<file path="src/rtl/scc_mem_arbiter.sv">
// Arbitrates the single unified memory port between the scc fetch unit and its load/store unit.
// One transaction in flight; data wins unless a pending fetch has waited through MAX_DATA_STREAK data grants.
module scc_mem_arbiter #(
  parameter int ADDR_W          = 32,
  parameter int DATA_W          = 32,
  parameter int MEM_LAT         = 1,
  parameter int MAX_DATA_STREAK = 4
) (
  input  logic              clk,
  input  logic              rst,
  input  logic              clk_en,
  input  logic              halt,
  input  logic              if_req,
  input  logic [ADDR_W-1:0] if_addr,
  output logic              if_gnt,
  output logic              if_rvalid,
  output logic [DATA_W-1:0] if_rdata,
  input  logic              d_req,
  input  logic              d_we,
  input  logic [ADDR_W-1:0] d_addr,
  input  logic [DATA_W-1:0] d_wdata,
  output logic              d_gnt,
  output logic              d_rvalid,
  output logic [DATA_W-1:0] d_rdata,
  output logic [ADDR_W-1:0] mem_addr,
  output logic              mem_read,
  output logic              mem_write,
  output logic [DATA_W-1:0] mem_wdata,
  input  logic [DATA_W-1:0] mem_rdata,
  output logic              busy,
  output logic              err_misalign
);

  localparam int SW    = $clog2(MAX_DATA_STREAK + 1);
  localparam int CNT_W = $clog2(MEM_LAT + 1);
  localparam logic [SW-1:0]    STREAK_MAX = SW'(MAX_DATA_STREAK);
  localparam logic [CNT_W-1:0] LAT_INIT   = CNT_W'(MEM_LAT);

  typedef enum logic [1:0] {IDLE, ISSUE, WAIT, RESP} state_e;

  state_e              state_q;
  logic [SW-1:0]       streak_q;
  logic [CNT_W-1:0]    cnt_q;
  logic                own_data_q;
  logic                we_q;
  logic                mis_q;
  logic                if_gnt_q, d_gnt_q, if_rvalid_q, d_rvalid_q;
  logic                mem_read_q, mem_write_q, busy_q, err_q;
  logic [ADDR_W-1:0]   mem_addr_q;
  logic [DATA_W-1:0]   mem_wdata_q, if_rdata_q, d_rdata_q;

  logic                fetch_ok_s;
  logic                pick_fetch_s;
  logic                pick_data_s;
  logic                d_mis_s;

  // Arbitration: a starved fetch first, then data, then an ordinary fetch.
  always_comb begin
    fetch_ok_s   = if_req && !halt;
    d_mis_s      = (d_addr[1:0] != 2'b00);
    pick_fetch_s = 1'b0;
    pick_data_s  = 1'b0;
    if (fetch_ok_s && (streak_q == STREAK_MAX)) begin
      pick_fetch_s = 1'b1;
    end else if (d_req) begin
      pick_data_s = 1'b1;
    end else if (fetch_ok_s) begin
      pick_fetch_s = 1'b1;
    end else begin
      pick_fetch_s = 1'b0;
      pick_data_s  = 1'b0;
    end
  end

  // Transaction FSM; every output is registered and pulses default low each enabled cycle.
  always_ff @(posedge clk or negedge rst) begin
    if (!rst) begin
      state_q     <= IDLE;
      streak_q    <= '0;
      cnt_q       <= '0;
      own_data_q  <= 1'b0;
      we_q        <= 1'b0;
      mis_q       <= 1'b0;
      if_gnt_q    <= 1'b0;
      d_gnt_q     <= 1'b0;
      if_rvalid_q <= 1'b0;
      d_rvalid_q  <= 1'b0;
      mem_read_q  <= 1'b0;
      mem_write_q <= 1'b0;
      busy_q      <= 1'b0;
      err_q       <= 1'b0;
      mem_addr_q  <= '0;
      mem_wdata_q <= '0;
      if_rdata_q  <= '0;
      d_rdata_q   <= '0;
    end else if (clk_en) begin
      if_gnt_q    <= 1'b0;
      d_gnt_q     <= 1'b0;
      if_rvalid_q <= 1'b0;
      d_rvalid_q  <= 1'b0;
      mem_read_q  <= 1'b0;
      mem_write_q <= 1'b0;
      mem_addr_q  <= '0;
      mem_wdata_q <= '0;
      case (state_q)
        IDLE: begin
          if (pick_fetch_s) begin
            state_q    <= ISSUE;
            busy_q     <= 1'b1;
            if_gnt_q   <= 1'b1;
            mem_read_q <= 1'b1;
            mem_addr_q <= if_addr;
            own_data_q <= 1'b0;
            we_q       <= 1'b0;
            mis_q      <= 1'b0;
            streak_q   <= '0;
          end else if (pick_data_s) begin
            state_q     <= ISSUE;
            busy_q      <= 1'b1;
            d_gnt_q     <= 1'b1;
            own_data_q  <= 1'b1;
            we_q        <= d_we;
            mis_q       <= d_mis_s;
            mem_addr_q  <= d_addr;
            mem_read_q  <= !d_we && !d_mis_s;
            mem_write_q <= d_we && !d_mis_s;
            mem_wdata_q <= d_we ? d_wdata : '0;
            if (d_mis_s) begin
              err_q <= 1'b1;
            end
            if (streak_q != STREAK_MAX) begin
              streak_q <= streak_q + SW'(1);
            end
          end else begin
            state_q <= IDLE;
            busy_q  <= 1'b0;
          end
        end
        ISSUE: begin
          if (we_q || mis_q) begin
            state_q <= IDLE;
            busy_q  <= 1'b0;
            // A misaligned load never touches memory but still owes the requester a response.
            if (mis_q && !we_q) begin
              d_rvalid_q <= 1'b1;
              d_rdata_q  <= '0;
            end
          end else begin
            state_q <= WAIT;
            cnt_q   <= LAT_INIT;
          end
        end
        WAIT: begin
          if (cnt_q == CNT_W'(1)) begin
            state_q <= RESP;
            if (own_data_q) begin
              d_rvalid_q <= 1'b1;
              d_rdata_q  <= mem_rdata;
            end else begin
              if_rvalid_q <= 1'b1;
              if_rdata_q  <= mem_rdata;
            end
          end else begin
            cnt_q <= cnt_q - CNT_W'(1);
          end
        end
        RESP: begin
          state_q <= IDLE;
          busy_q  <= 1'b0;
        end
        default: begin
          state_q <= IDLE;
          busy_q  <= 1'b0;
        end
      endcase
    end
  end

  assign if_gnt       = if_gnt_q;
  assign if_rvalid    = if_rvalid_q;
  assign if_rdata     = if_rdata_q;
  assign d_gnt        = d_gnt_q;
  assign d_rvalid     = d_rvalid_q;
  assign d_rdata      = d_rdata_q;
  assign mem_addr     = mem_addr_q;
  assign mem_read     = mem_read_q;
  assign mem_write    = mem_write_q;
  assign mem_wdata    = mem_wdata_q;
  assign busy         = busy_q;
  assign err_misalign = err_q;

endmodule

</file>
<file path="config.mk">
export PLATFORM = sky130hd
export DESIGN_NAME = scc_mem_arbiter
export DESIGN_NICKNAME = d
export VERILOG_FILES = /design/src/rtl/scc_mem_arbiter.sv
export SDC_FILE = /design/constraint.sdc
export NUM_CORES = 1
export LEC_CHECK = 0
export BUFFER_PORTS_ARGS = -buffer_cell sky130_fd_sc_hd__buf_2
export CAP_MARGIN = 40
export CELL_PAD_IN_SITES_DETAIL_PLACEMENT = 1
export CELL_PAD_IN_SITES_GLOBAL_PLACEMENT = 2
export CORE_MARGIN = 4
export CORE_UTILIZATION = 31
export CTS_CLUSTER_SIZE = 14
export DETAILED_ROUTE_END_ITERATION = 8
export GPL_TIMING_DRIVEN = 0
export PLACE_DENSITY_LB_ADDON = 0.1
export SETUP_SLACK_MARGIN = 0.1
export SLEW_MARGIN = 25
export SYNTH_ARGS = -nofsm -noshare
export SYNTH_HDL_FRONTEND = slang
export SYNTH_SLANG_ARGS = --single-unit
</file>
<file path="constraint.sdc">
create_clock -name clk -period 5.3 [get_ports clk]
set_clock_uncertainty 0.15 [all_clocks]
set_input_delay 0 -clock clk [delete_from_list [all_inputs] [get_ports clk]]
set_output_delay 0 -clock clk [all_outputs]
set_load 0.02 [all_outputs]
</file>
==> results.sh <==
export IMPL_outcome="completed"
export IMPL_comb_power_share_pct=32.9
export IMPL_path_clk_slew_ns=0.06
export IMPL_numPortBuffers=270
export IMPL_final_layout_size_suffix_gt1_share_pct=42.7
export IMPL_p_leak_nw=5.02
export IMPL_synth_cells=399
export IMPL_power_total_mw=4.14
export IMPL_cp_data_required_time_ns=5.44
export IMPL_syn_num_nets=540
export IMPL_h_tree_depth=4
export IMPL_synth_seq_area_share_pct=63.3
export IMPL_crit_top_cell="buf_2"
export IMPL_n_fill_cell=1935
export IMPL_crit_path_start_kind="register"
export IMPL_crit_slowest_cell="dlygate4sd3_1"
export IMPL_synth_area_top_cells="dfrtp_1, a22o_1, mux2_2, a221o_1, nor2b_1"
export IMPL_synth_async_reset_ratio_pct=100
export IMPL_track_usage_pct=18.7
export IMPL_power_internal_mw=2.76
export IMPL_root_buffer="clkbuf_16"
export IMPL_place_congestion=0.764
export IMPL_ys_types=38
export IMPL_ctsResizeCount=0
export IMPL_hpwlAfterDp_um=13200
export IMPL_regArea_um2=3630
export IMPL_period_needed_ns=2.73
export IMPL_synth_edf_count=0
export IMPL_dp_slack_ns=3.05
export IMPL_finalSetupViolCount=0
export IMPL_slowest_delay_ns=0.56
export IMPL_slew_viol_final=0
export IMPL_ys_ff_latch=145
export IMPL_dieArea_um2=20700
export IMPL_synth_top_area_share_pct=63.3
export IMPL_netSwitchingPower_mw=1.39
export IMPL_ant_nets=0
export IMPL_maxSlewHeadroom_pct=55.8
export IMPL_tightest_slew_ns=0.655
export IMPL_timing_final_ws_setup_ns=2.57
export IMPL_clock_latency_ns=0.41
export IMPL_grt_setup_unrepaired="no"
export IMPL_cts_buffers=17
export IMPL_hold_violations=0
export IMPL_std_cell_rows=49
export IMPL_path_cells="inv_1 > ha_1 > and2_1 > buf_6 > and3_1 > buf_2 > buf_2 > a221o_1 > dlygate4sd3_1"
export IMPL_dieWidth_um=144
export IMPL_routed_wl_um=19500
export IMPL_crit_type="reg -> reg"
export IMPL_fmax_ghz=0.366
export IMPL_antenna_found_initial=2
export IMPL_gr_total_overflow=0
export IMPL_clock_sinks=145
export IMPL_crit_path_end_kind="register"
export IMPL_worst_path_max_fanout=10
export IMPL_die_y_um=144
export IMPL_initial_core_util_pct=31.7
export IMPL_grt_pass1_wl_um=30400
export IMPL_syn_avg_cell_area_um2=14.4
export IMPL_irDropWorstVdd_mv=0.219
export IMPL_final_period_utilization_pct=51.6
export IMPL_via_per_inst=4.77
export IMPL_post_route_util_pct=52.0
export IMPL_synth_ff_type="dfrtp_1"
export IMPL_multiInputGateArea_um2=1890
export IMPL_cts_buffer_depth=2
export IMPL_routed_via_count=5113
export IMPL_io_pins=271
export IMPL_coreArea_um2=18100
export IMPL_grt_pass1_vias=5700
export IMPL_netlist_area_um2=5730
export IMPL_cts_tree="yes"
export IMPL_p_seq_share_pct=37.3
export IMPL_ys_warnings_count=0
export IMPL_area_delta_synth_final_pct=64.2
export IMPL_grt_max_degree=81
export IMPL_firstDrtPassIters=4
export IMPL_fin_nets=969
export IMPL_min_path_type="in -> async"
export IMPL_drtIter0Drc=139
export IMPL_synth_area_leader_cell="dfrtp_1"
export IMPL_drv_cap=0
export IMPL_regToRegSetupSlack_ns=2.57
export IMPL_timing_setup_tns_ns=0
export IMPL_clkPwrFrac_pct=29.7
export IMPL_cp_data_arrival_time_ns=2.88
export IMPL_p_per_area_nw_per_um2=441
export IMPL_post_route_drc_count=0
export IMPL_wire_per_inst_um=18.1
export IMPL_p_sw_share_pct=33.5
==> repair_timing <==
action,4_1_cts,5_1_grt
hold buffers,139,0
buffers inserted,0,0
hold endpoints to repair,281,0
==> metrics by stage <==
step / cell area (um2) / hold WS (ns) / std cells
after floorplan: 5730 / -0.446 / 399
after global placement: 7370 / 0.0663 / 898
after detailed placement: 7400 / -0.115 / 899
after CTS: 9400 / 0.0167 / 1070
after global routing: 9410 / 0.0462 / 1073
final: 9410 / 0.0254 / 1073
==> state kept, by name, indices dropped and copies added (netlist names), 3 cells and up, named ones only <==
name / count
mem_wdata: 32
mem_addr: 32
streak_q: 3
d_rdata: 32
if_rdata: 32
==> synthesized netlist by cell type (5+ instances only) <==
library cell    n
a21o_1          5
a221o_1        33
a22o_1         66
and2b_1         6
buf_2          15
clkbuf_1        9
dfrtp_1       145
ha_1            6
inv_1           7
mux2_2         33
nand3_1         5
nor2b_1        27
o21ai_0         5
==> per-layer routing <==
metal  vias up  wire [um]  global-route usage, %
met2       167       9910                   32.0
li1       2364          -                      -
met5         -          0                      0
met1      2553       8030                   23.2
met3        29       1030                   3.96
met4         0        494                   7.23
==> critical path: cells and delay by family, from the launching register on <==
family	cells	cell delay, ns
AOI/OAI and AO/OA	1	0.31
adders and majority gates	1	0.24
buffers and inverters	5	1.19
DFF	1	0.42
and+or+nand+nor	2	0.31
==> cell type report <==
class / count / area share [%]
Tap cell: 229 / 3.05
Inverter: 7 / 0.279
Timing Repair Buffer: 410 / 29.6
Clock buffer: 20 / 4.75
Antenna cell: 3 / 0.0798
Sequential cell: 145 / 38.6
Multi-Input combinational cell: 217 / 20.1
Buffer: 30 / 1.92
Clock inverter: 12 / 1.68
==> logic make-up after synthesis <==
logic type               after synthesis  share of synthesized area (%)
adder cells (fa/ha/maj)                6                           1.31
multiplexers                          34                           6.66
AND/OR/NAND/NOR                       55                           6.07
AO/OA/AOI/OAI                        122                           19.0
flip-flops                           145                           63.3
buffers and inverters                 37                           3.60
==> path summary, 6_finish.rpt <==
path,from,end,depth (start not counted)
max,state_q[0]$_DFFE_PN0P_,mem_addr[26]$_DFFE_PN0P_,9
min,rst,if_rdata[28]$_DFFE_PN0P_,2
max reg2reg,state_q[0]$_DFFE_PN0P_,mem_addr[26]$_DFFE_PN0P_,9
min reg2reg,if_gnt$_DFFE_PN0P_,if_gnt$_DFFE_PN0P_,1
max in group asynchronous,rst,async pin,3
min in group clk,if_req,state_q[0]$_DFFE_PN0P_,4
==> cell usage in the layout (no fill, tap or decap), types with 2 or more instances in the layout <==
master         synthesis  routed
a21oi_1                3       3
buf_2                 15     284
diode_2                0       3
buf_8                  3       4
o21ai_0                5       5
bufinv_16              0       3
mux2_2                33      33
nor2_1                 2       2
inv_1                  7       7
nand2_1                2       2
nand2b_1               4       4
a221o_1               33      33
nor2b_1               27      27
nand3_1                5       5
nand4b_1               2       2
inv_6                  0       2
clkbuf_1               9      11
dlygate4sd3_1          0     139
buf_6                  2       2
a21o_1                 5       5
clkinv_4               0       2
dfrtp_1              145     145
clkinvlp_4             0       3
o21bai_1               2       2
a22o_1                66      66
clkbuf_16              0      17
and2b_1                6       6
clkinv_2               0       2
ha_1                   6       6
==> power by group through the flow <==
stage          logic, mW  registers, mW  clock network [mW]
3_3_place_gp        1.21           1.55                   0
3_5_place_dp        1.24           1.56                   0
4_1_cts             1.38           1.55                1.26
5_1_grt             1.48           1.59                1.31
2_1_floorplan      0.422           1.87                   0
6_report            1.36           1.55                1.23
(Power assumes the default switching activity.)
